**src/rtl/universal_shift_reg.sv**
```systemverilog
// rtl/universal_shift_reg.sv - Bidirectional shift register with parallel load and word tracking
module universal_shift_reg #(
    parameter int               WIDTH       = 8,
    parameter logic [WIDTH-1:0] RESET_VALUE = {WIDTH{1'b0}}
) (
    input  logic                     clk,
    input  logic                     rst,
    input  logic                     en,
    input  logic [1:0]               mode,
    input  logic                     serial_in_r,
    input  logic                     serial_in_l,
    input  logic [WIDTH-1:0]         parallel_in,
    output logic [WIDTH-1:0]         parallel_out,
    output logic                     serial_out_r,
    output logic                     serial_out_l,
    output logic [$clog2(WIDTH)-1:0] count,
    output logic                     word_done
);

    localparam int            CW      = $clog2(WIDTH);
    localparam logic [CW-1:0] CNT_MAX = CW'(WIDTH - 1);

    typedef enum logic {
        DIR_RIGHT = 1'b0,
        DIR_LEFT  = 1'b1
    } dir_t;

    logic [WIDTH-1:0] q_q, q_d;
    logic [CW-1:0]    count_q, count_d;
    logic             word_done_q, word_done_d;
    dir_t             last_dir_q, last_dir_d;
    logic             shift_en;
    dir_t             shift_dir;

    always_comb begin
        q_d         = q_q;
        count_d     = count_q;
        last_dir_d  = last_dir_q;
        word_done_d = 1'b0;
        shift_en    = 1'b0;
        shift_dir   = DIR_RIGHT;

        if (en) begin
            case (mode)
                2'b00: begin
                end
                2'b01: begin
                    q_d       = {serial_in_r, q_q[WIDTH-1:1]};
                    shift_en  = 1'b1;
                    shift_dir = DIR_RIGHT;
                end
                2'b10: begin
                    q_d       = {q_q[WIDTH-2:0], serial_in_l};
                    shift_en  = 1'b1;
                    shift_dir = DIR_LEFT;
                end
                2'b11: begin
                    q_d     = parallel_in;
                    count_d = '0;
                end
            endcase
        end

        // A direction reversal starts a fresh word with the current shift as its first bit
        if (shift_en) begin
            if (shift_dir == last_dir_q) begin
                if (count_q == CNT_MAX) begin
                    count_d     = '0;
                    word_done_d = 1'b1;
                end else begin
                    count_d = count_q + CW'(1);
                end
            end else begin
                count_d    = CW'(1);
                last_dir_d = shift_dir;
            end
        end
    end

    always_ff @(posedge clk or negedge rst) begin
        if (!rst) begin
            q_q         <= RESET_VALUE;
            count_q     <= '0;
            word_done_q <= 1'b0;
            last_dir_q  <= DIR_RIGHT;
        end else begin
            q_q         <= q_d;
            count_q     <= count_d;
            word_done_q <= word_done_d;
            last_dir_q  <= last_dir_d;
        end
    end

    assign parallel_out = q_q;
    assign serial_out_r = q_q[0];
    assign serial_out_l = q_q[WIDTH-1];
    assign count        = count_q;
    assign word_done    = word_done_q;

endmodule

```
**config.mk**
```make
export PLATFORM = sky130hd
export DESIGN_NAME = universal_shift_reg
export DESIGN_NICKNAME = d
export VERILOG_FILES = /design/src/rtl/universal_shift_reg.sv
export SDC_FILE = /design/constraint.sdc
export NUM_CORES = 1
export LEC_CHECK = 0
export CAP_MARGIN = 20
export CORE_ASPECT_RATIO = 0.8
export CORE_UTILIZATION = 41
export CTS_BUF_LIST = sky130_fd_sc_hd__clkbuf_16
export DETAILED_ROUTE_END_ITERATION = 10
export PLACE_DENSITY = 0.88
export SYNTH_ARGS = -nofsm -noshare
export SYNTH_HDL_FRONTEND = slang
export SYNTH_SLANG_ARGS = --single-unit
```
**constraint.sdc**
```tcl
create_clock -name clk -period 1.56 [get_ports clk]
set_input_delay 0.234 -clock clk [delete_from_list [all_inputs] [get_ports clk]]
set_output_delay 0.234 -clock clk [all_outputs]
set_load 0.02 [all_outputs]
```
# Word level (Yosys, flattened, before mapping)
# Cells that the tools add are included.
# word_totals
ff_bits	13
word_cells	31
# classes
muxes	13
eq_ne	5
reduce_logical	7
n_bitwise	1
n_addsub	1
# ops
operator	n
case mux 8 bit (3 select lines)	1
2-to-1 mux 3 bit	5
2-to-1 mux 1 bit	7
AND reduction 2 bit	3
equality test 2 bit (second input constant)	2
nonzero test 2 bit	2
adder 3 x 1 -> 3 bit (second input constant)	1
equality test 3 bit (second input constant)	1
nonzero test 3 bit	1
equality test 2 x 1 -> 1 bit (second input constant)	1
OR reduction 2 bit	1
equality test 1 bit	1
inverter 1 bit	1

# Longest topological paths before layout
# Gate-level depths: netlist of run 1.
# depth
word_depth	6
depth_mapped	6
mapped_depth_nobuf	5

# Least setup slack after synthesis of run 1
# No wires, ideal clock.
# synth_timing
path_type	register to register
start	register count_q[0], in the netlist count[0]
end	register count_q[2], in the netlist count[2]
slack_ns	0.304
required_ns	1.439
t_arrival_ns	1.135
path_buffers	0
stages_incl_launch_ff	4
cell_sequence	dfrtp_1 ha_1 ha_1 a22o_1
# synth_between
elab_chain_len	4
# synth_lines
item	line_no	text
start, declared	29	logic [CW-1:0] count_q, count_d;
start signal, assigned	88	count_q <= count_d;
adder 3 x 1 -> 3 bit or equality test 3 bit (tied branches)	71, 67	
2-to-1 mux 3 bit (*)	67	if (count_q == CNT_MAX) begin
2-to-1 mux 3 bit (*)	66	if (shift_dir == last_dir_q) begin
2-to-1 mux 3 bit (*)	65	if (shift_en) begin
# Every way passes the cells marked *; elsewhere a longest branch is shown, timed or not.
# A chain may end at the register's enable or synchronous reset.

# Worst setup path after layout of run 1
# layout_timing
start	register count_q[0], in the netlist count[0]
end	output count[0]
# layout_lines
item	line_no	text
end, declared	16	output logic [$clog2(WIDTH)-1:0] count,
# No word-level cell between the ends.

==> flow_metrics.env, run 1 <==
export IMPL_period_needed_ns=1.50
export IMPL_rsz0062_at_grt="false"
export IMPL_cp_endpoint="count[0]"
export IMPL_nNetsFinal=125
export IMPL_place_ws_ns=-0.185
export IMPL_async_reset_ff_share_pct=100
export IMPL_regToRegStartpoint="count[0]"
export IMPL_synthFlopType="dfrtp_1"
export IMPL_clk_latency_ns=0.24
export IMPL_start_util_pct=43.8
export IMPL_die_area_um2=1910
export IMPL_numCtsBuffers=3
export IMPL_area_growth_pct=58.2
export IMPL_total_power_uw=1400
export IMPL_grt_first_pass_wirelength_mm=2.57
export IMPL_ys_types=20
export IMPL_cpPeakStageDelay_ns=0.63
export IMPL_die_w_um=48.6
export IMPL_io_buffers=28
export IMPL_fin_area_um2=1130
export IMPL_cts_reportedPaths_clkPinSlew_ns=0.05
export IMPL_cts_root_buf="clkbuf_16"
export IMPL_drive_above_1_share_pct=12.5
export IMPL_grt_pass1_vias=562
export IMPL_cp_num_cells=1
export IMPL_utilization_pct=69.2
export IMPL_antenna_violating_nets_post_route=0
export IMPL_cellLeakagePower_uw=0.000508
export IMPL_peakVddDrop_uv=1120
export IMPL_drc=0
export IMPL_ff2ff_path_depth=3
export IMPL_antenna_diode_count=0
export IMPL_crit_chain="clkdlybuf4s50_1"
export IMPL_vias=650
export IMPL_cts_resized=0
export IMPL_tightestPinTransition_ns=0.237
export IMPL_cts_hold_buf=0
export IMPL_hold_path_class="in2async"
export IMPL_grt_usage_pct=18.7
export IMPL_cap_viol_max_count=0
export IMPL_syn_inst=71
export IMPL_tns_ns=0
export IMPL_antenna_found_initial=0
export IMPL_post_dp_cell_area_um2=1040
export IMPL_fp_row_count=13
export IMPL_path_max_fanout=4
export IMPL_synth_seq_cells=13
export IMPL_skew_ns=0.00398
export IMPL_powerDensity_nw_per_um2=1250
export IMPL_via_per_inst=5.16
export IMPL_htreeDepth=1
export IMPL_syn_nets=91
export IMPL_post_cts_buffers=0
export IMPL_synth_edff_count=0
export IMPL_startpoint_type="flip-flop"
export IMPL_gp_congestion=0.808
export IMPL_wl_mm=1.58
export IMPL_first_pass_iters=4
export IMPL_fmax_mhz=667
export IMPL_fillers=125
export IMPL_clock_sinks=13
export IMPL_cts_tree="yes"
export IMPL_cp_slowest_cell="clkdlybuf4s50_1"
export IMPL_yosysWarnings=0
export IMPL_period_share_pct=96.1
export IMPL_ios=29
export IMPL_drtIter0Drc=3
export IMPL_reg2reg_to="count[2]"
export IMPL_crit_start="count[0]"
export IMPL_syn_avg_cell_area_um2=10.0
export IMPL_clock_path_buffers=2
export IMPL_grt_start_max_net_pins=14
export IMPL_final_max_slew_viol_count=0
export IMPL_ys_seq_area_share_pct=45.7
export IMPL_crit_type="reg2out"
export IMPL_postLayoutSetupSlackWorst_ns=0.0610
export IMPL_die_h_um=39.3
export IMPL_crit_buf_inv=1
export IMPL_overflow=0
export IMPL_synth_area_um2=712
export IMPL_core_area_um2=1630
export IMPL_slew_headroom_pct=84.1
export IMPL_setup_violations_final=0
export IMPL_status="finished clean"
export IMPL_path_delay_family="buffers and inverters"
export IMPL_crit_arrival_ns=1.27
export IMPL_end_kind="primary output"
export IMPL_worstPathRequired_ns=1.33
export IMPL_hold_violations=0
export IMPL_routedWlPerCell_um=12.5
export IMPL_rrSetupSlack_ns=0.36
-- power by group --
part	internal, uW	switching (uW)	leakage [uW]	total [uW]
clock network	338	142	0.0000423	480
registers	404	67.8	0.000168	472
logic	241	211	0.000297	453
-- placed cells by master (no fill, tap or decap) --
cell and n:
buf_12 1, o22ai_1 1, inv_1 3, a32o_1 1, clkdlybuf4s50_1 28, a22o_1 10
nand2_1 9, and3_1 1, nor2_2 1, a21oi_2 2, buf_4 5, nand2b_1 1
mux2_1 1, a21oi_1 7, ha_2 1, and2_1 1, xor2_1 1, ha_1 4
clkbuf_16 3, nor2_1 1, o21ai_1 9, dfrtp_1 13
-- sequential cells by signal, summed over array words and instances, names as in the netlist --
register / cells
last_dir_q: 1
word_done: 1
parallel_out: 8
count: 3
-- kinds of logic (layout without fill, tap and decap cells) --
group | Yosys count | count (layout) | synth area share, %
XOR/XNOR | 1 | 1 | 1.23
AND/OR/NAND/NOR | 14 | 14 | 8.79
flip-flops | 13 | 13 | 45.7
multiplexers | 1 | 1 | 1.58
AO/OA/AOI/OAI | 30 | 30 | 27.8
adder cells (fa/ha/maj) | 5 | 5 | 8.79
buffers and inverters | 7 | 40 | 6.15
-- cell usage after synthesis (2+ instances only) --
library cell | count | area share [%]
a21oi_1 | 8 | 5.6
a22o_1 | 10 | 12
buf_2 | 2 | 1.4
buf_4 | 2 | 2.1
dfrtp_1 | 13 | 46
ha_1 | 5 | 8.8
inv_1 | 2 | 1.1
nand2_1 | 9 | 4.7
o21ai_1 | 9 | 6.3
-- worst min-delay path by stage --
stage                   from               to  cells past startpoint
finish                   rst        word_done                      2
global placement    count[1]         count[1]                      1
floorplan                rst         count[0]                      0
global route             rst        word_done                      2
detailed placement  count[2]         count[2]                      1
CTS                      rst  parallel_out[5]                      2
-- per-layer routing --
metal  track usage, %  wire length (um)  up-vias
met5                0                 0        -
met4             11.0                21        0
met3             3.49                82        2
met2             31.0               733       24
met1             23.6               742      300
li1                 -                 -      324
-- per-stage QoR --
step                hold WS, ns  std cells
floorplan               -0.0616         71
global placement          0.510        122
detailed placement        0.515        122
CTS                       0.310        126
global route              0.342        126
finish                    0.302        126
-- final cells by class --
class / count / area, um^2 / share of cell area (%)
Tap cell: 22 / 27.5 / 2.44
Timing Repair Buffer: 34 / 338 / 30.0
Multi-Input combinational cell: 51 / 349 / 31.0
Clock buffer: 3 / 75.1 / 6.67
Clock inverter: 1 / 3.75 / 0.333
Sequential cell: 13 / 325 / 28.9
Inverter: 2 / 7.51 / 0.667
Note: power is estimated with default switching activity, not from simulation.
==> run 2: changes to the inputs <==
Settings changed: CTS_CLUSTER_DIAMETER from default to 120, PLACE_DENSITY 0.88 to default, PLACE_DENSITY_LB_ADDON from default to 0.2.
==> flow_metrics.env, run 2 (synthesized netlist as in run 1, its figures left out) <==
export IMPL_end_kind="primary output"
export IMPL_crit_buf_inv=1
export IMPL_setup_violations_final=0
export IMPL_largest_register_ffs=8
export IMPL_layout_commonest_cell="clkdlybuf4s50_1"
export IMPL_die_area_um2=1910
export IMPL_p_comb_share_pct=32.4
export IMPL_cts_reportedPaths_clkPinSlew_ns=0.05
export IMPL_fp_row_count=13
export IMPL_dp_cells=126
export IMPL_gp_congestion=0.839
export IMPL_io_buffers=28
export IMPL_reg2reg_to="count[2]"
export IMPL_rrSetupSlack_ns=0.35
export IMPL_p_int_uw=987
export IMPL_cellLeakagePower_uw=0.000524
export IMPL_power_frac_clock_pct=34.1
export IMPL_worstPathRequired_ns=1.33
export IMPL_slew_headroom_pct=83.4
export IMPL_drtIter0Drc=11
export IMPL_fin_area_um2=1140
export IMPL_grt_first_pass_wirelength_mm=2.75
export IMPL_skew_ns=0.00609
export IMPL_startpoint_type="flip-flop"
export IMPL_post_cts_buffers=0
export IMPL_fin_cells=130
export IMPL_crit_chain="clkdlybuf4s50_1"
export IMPL_cp_slowest_cell="clkdlybuf4s50_1"
export IMPL_vias=658
export IMPL_antenna_found_initial=0
export IMPL_htreeDepth=1
export IMPL_clock_sinks=13
export IMPL_overflow=0
export IMPL_hold_path_class="in2async"
export IMPL_cts_tree="yes"
export IMPL_path_max_fanout=4
export IMPL_clock_path_buffers=2
export IMPL_switching_share_pct=29.9
export IMPL_area_growth_pct=60.5
export IMPL_start_util_pct=43.8
export IMPL_ios=29
export IMPL_first_pass_iters=4
export IMPL_hold_violations=0
export IMPL_cts_root_buf="clkbuf_16"
export IMPL_antenna_diode_count=0
export IMPL_grt_start_max_net_pins=14
export IMPL_peakVddDrop_uv=873
export IMPL_total_power_uw=1410
export IMPL_drive_above_1_share_pct=15.7
export IMPL_cp_num_cells=1
export IMPL_status="finished clean"
export IMPL_wl_mm=1.60
export IMPL_nNetsFinal=129
export IMPL_post_dp_cell_area_um2=1060
export IMPL_p_switching_uw=422
export IMPL_grt_pass1_vias=598
export IMPL_regToRegStartpoint="count[0]"
export IMPL_rsz0062_at_grt="false"
export IMPL_routedWlPerCell_um=12.3
export IMPL_ff2ff_path_depth=3
export IMPL_seqPwrFrac_pct=33.5
export IMPL_core_area_um2=1630
export IMPL_period_share_pct=96.1
export IMPL_die_w_um=48.6
export IMPL_dp_hpwl_mm=1.23
export IMPL_final_max_slew_viol_count=0
export IMPL_cpPeakStageDelay_ns=0.63
export IMPL_powerDensity_nw_per_um2=1230
export IMPL_tightestPinTransition_ns=0.249
export IMPL_crit_type="reg2out"
export IMPL_antenna_violating_nets_post_route=0
export IMPL_grt_usage_pct=20.2
export IMPL_path_delay_family="buffers and inverters"
export IMPL_cap_viol_max_count=0
export IMPL_drc=0
export IMPL_crit_arrival_ns=1.27
export IMPL_via_per_inst=5.06
export IMPL_fmax_mhz=667
export IMPL_die_h_um=39.3
export IMPL_final_cell_mix="clkdlybuf4s50_1 (28), dfrtp_1 (13), a22o_1 (10), buf_4 (10)"
export IMPL_numCtsBuffers=3
export IMPL_period_needed_ns=1.50
export IMPL_clk_latency_ns=0.24
## run 2: cell count changes in the layout (fill, tap and decap cells not counted), sizes merged
cell / change
buf: +4
## run 2: worst max-delay path by stage
stage,start,to,slack (ns)
2_1_floorplan,count[0],count[2],0.30
4_1_cts,parallel_out[3],parallel_out[3],0.05
6_report,parallel_out[3],parallel_out[3],0.06
3_5_place_dp,mode[0],count[1],-0.19
3_3_place_gp,mode[0],count[0],-0.13
5_1_grt,parallel_out[4],parallel_out[4],0.02
## run 2: layout make-up
class                           count  area (um^2)
Clock buffer                        3         75.1
Clock inverter                      1         3.75
Fill cell                         124          484
Inverter                            2         7.51
Multi-Input combinational cell     51          348
Sequential cell                    13          325
Tap cell                           22         27.5
Timing Repair Buffer               38          355
## run 2: routing by layer
metal	track usage, %	vias up	part of all wire (%)
li1	-	330	-
met1	24.3	308	45
met2	34.5	18	48
met3	8.53	2	6.0
met4	4.41	0	0.75
met5	0	-	0
## run 2: through the flow
stage	setup TNS [ns]	setup slack, ns	hold slack [ns]	utilization [%]
after global placement	-1.33	-0.133	0.514	65.1
after floorplan	0	0.304	-0.0616	-
after detailed placement	-1.89	-0.191	0.523	65.1
after global routing	0	0.0187	0.329	70.2
after CTS	0	0.0535	0.295	69.9
final	0	0.0604	0.290	70.2
## run 2: repair_timing
action	CTS	global route
gates resized for setup	0	2
setup endpoints to repair	0	5
hold buffers	0	0
## run 2: power groups by stage
stage,clock network (uW),registers (uW),logic (uW)
floorplan,0,540,162
global placement,0,473,445
detailed placement,0,475,454
CTS,486,472,458
global route,511,483,494
finish,480,472,457
==> run 3: changes to the inputs <==
Settings changed: CORE_ASPECT_RATIO 0.8 to default, CORE_UTILIZATION 41 to 44, PLACE_DENSITY from default to 0.87, PLACE_DENSITY_LB_ADDON 0.2 to default, REMOVE_ABC_BUFFERS from default to 1.
Clock period 1.56 ns to 1.9 ns, I/O delays scaled along.
==> flow_metrics.env, run 3 (synthesized netlist as in run 1, its figures left out) <==
export IMPL_crit_type="in2reg"
export IMPL_cts_hold_buf=0
export IMPL_rsz0062_at_grt="false"
export IMPL_final_cell_mix="clkdlybuf4s50_1 (28), dfrtp_1 (13), a22o_1 (10)"
export IMPL_period_needed_ns=1.62
export IMPL_cellLeakagePower_uw=0.000481
export IMPL_die_h_um=42.2
export IMPL_antenna_violating_nets_post_route=0
export IMPL_fin_area_um2=1060
export IMPL_cap_viol_max_count=0
export IMPL_hold_path_class="in2async"
export IMPL_dp_hpwl_mm=1.18
export IMPL_drc=0
export IMPL_grt_start_max_net_pins=17
export IMPL_slew_headroom_pct=60.6
export IMPL_peakVddDrop_uv=588
export IMPL_area_growth_pct=49.2
export IMPL_skew_ns=0.00118
export IMPL_wl_mm=1.61
export IMPL_grt_usage_pct=20.5
export IMPL_vias=653
export IMPL_tightestPinTransition_ns=0.589
export IMPL_setup_violations_final=0
export IMPL_worstPathRequired_ns=2.05
export IMPL_post_dp_cell_area_um2=983
export IMPL_die_w_um=42.2
export IMPL_grt_first_pass_wirelength_mm=2.72
export IMPL_hold_violations=0
export IMPL_cts_reportedPaths_clkPinSlew_ns=0.04
export IMPL_antenna_diode_count=0
export IMPL_path_max_fanout=9
export IMPL_overflow=0
export IMPL_fmax_mhz=616
export IMPL_period_share_pct=85.5
export IMPL_startpoint_type="input port"
export IMPL_postLayoutSetupSlackWorst_ns=0.276
export IMPL_drive_above_1_share_pct=6.06
export IMPL_powerDensity_nw_per_um2=1060
export IMPL_routedWlPerCell_um=14.0
export IMPL_fillers=113
export IMPL_nNetsFinal=120
export IMPL_cts_tree="yes"
export IMPL_die_area_um2=1780
export IMPL_first_pass_iters=4
export IMPL_via_per_inst=5.68
export IMPL_cts_resized=0
export IMPL_antenna_found_initial=0
export IMPL_clock_path_buffers=2
export IMPL_numCtsBuffers=3
export IMPL_end_kind="flip-flop"
export IMPL_io_buffers=28
export IMPL_crit_arrival_ns=1.78
export IMPL_post_cts_buffers=0
export IMPL_place_ws_ns=0.0246
export IMPL_fp_row_count=14
export IMPL_final_max_slew_viol_count=0
export IMPL_clock_sinks=13
export IMPL_gp_congestion=0.758
export IMPL_clk_latency_ns=0.24
export IMPL_status="finished clean"
export IMPL_cts_root_buf="clkbuf_16"
export IMPL_htreeDepth=1
export IMPL_ios=29
export IMPL_drtIter0Drc=14
export IMPL_layout_commonest_cell="clkdlybuf4s50_1"
export IMPL_largest_register_ffs=8
export IMPL_start_util_pct=47.3
export IMPL_tns_ns=0
export IMPL_core_area_um2=1510
export IMPL_grt_pass1_vias=607
==> run 3: layout make-up <==
type | instances | area (um^2) | share of cell area, %
multi-input cells | 51 | 343 | 32.3
clock inverters | 1 | 3.75 | 0.353
flip-flops and latches | 13 | 325 | 30.6
repair buffers | 29 | 288 | 27.1
clock buffers | 3 | 75.1 | 7.07
well taps | 16 | 20.0 | 1.88
inverters | 2 | 7.51 | 0.707
==> run 3: where the power goes <==
group | internal (uW) | total (uW) | switching (uW)
clock network | 276 | 381 | 105
logic | 186 | 356 | 170
registers | 332 | 389 | 57.1
total | 794 | 1130 | 331
==> run 3: final timing paths <==
path / depth (start not counted) / to / slack [ns] / from
worst max register to register: 4 / count[0] / 0.68 / count[0]
max in group asynchronous: 1 / parallel_out[5] / 1.09 / rst
worst min register to register: 1 / count[2] / 0.53 / count[2]
min in group clk: 1 / count[2] / 0.53 / count[2]
worst min-delay path: 1 / parallel_out[2] / 0.43 / rst
worst max-delay path: 7 / parallel_out[6] / 0.28 / mode[0]
==> run 3: worst max-delay path, cell delays in order <==
cell and delay (ns):
clkdlybuf4s50_1 0.48, inv_1 0.06, ha_1 0.26, buf_4 0.19, nor2_2 0.24, a21oi_1 0.12
o21ai_1 0.13
==> run 3: per-layer routing <==
layer,part of all wire [%],up-vias,GRT usage (%),routed length [um]
met1,45,311,26.6,727
met4,0.81,0,7.50,13
met5,0,-,0,0
li1,-,316,-,-
met3,5.4,2,5.60,87
met2,48,24,32.6,778
==> run 3: through the flow <==
step	hold WS [ns]	total power, uW	utilization, %	std cells
final	0.428	1130	70.5	115
after global routing	0.489	1190	70.5	115
after detailed placement	0.521	749	65.3	111
after global placement	0.516	735	65.3	111
after CTS	0.453	1130	70.5	115
after floorplan	-0.0106	563	-	66
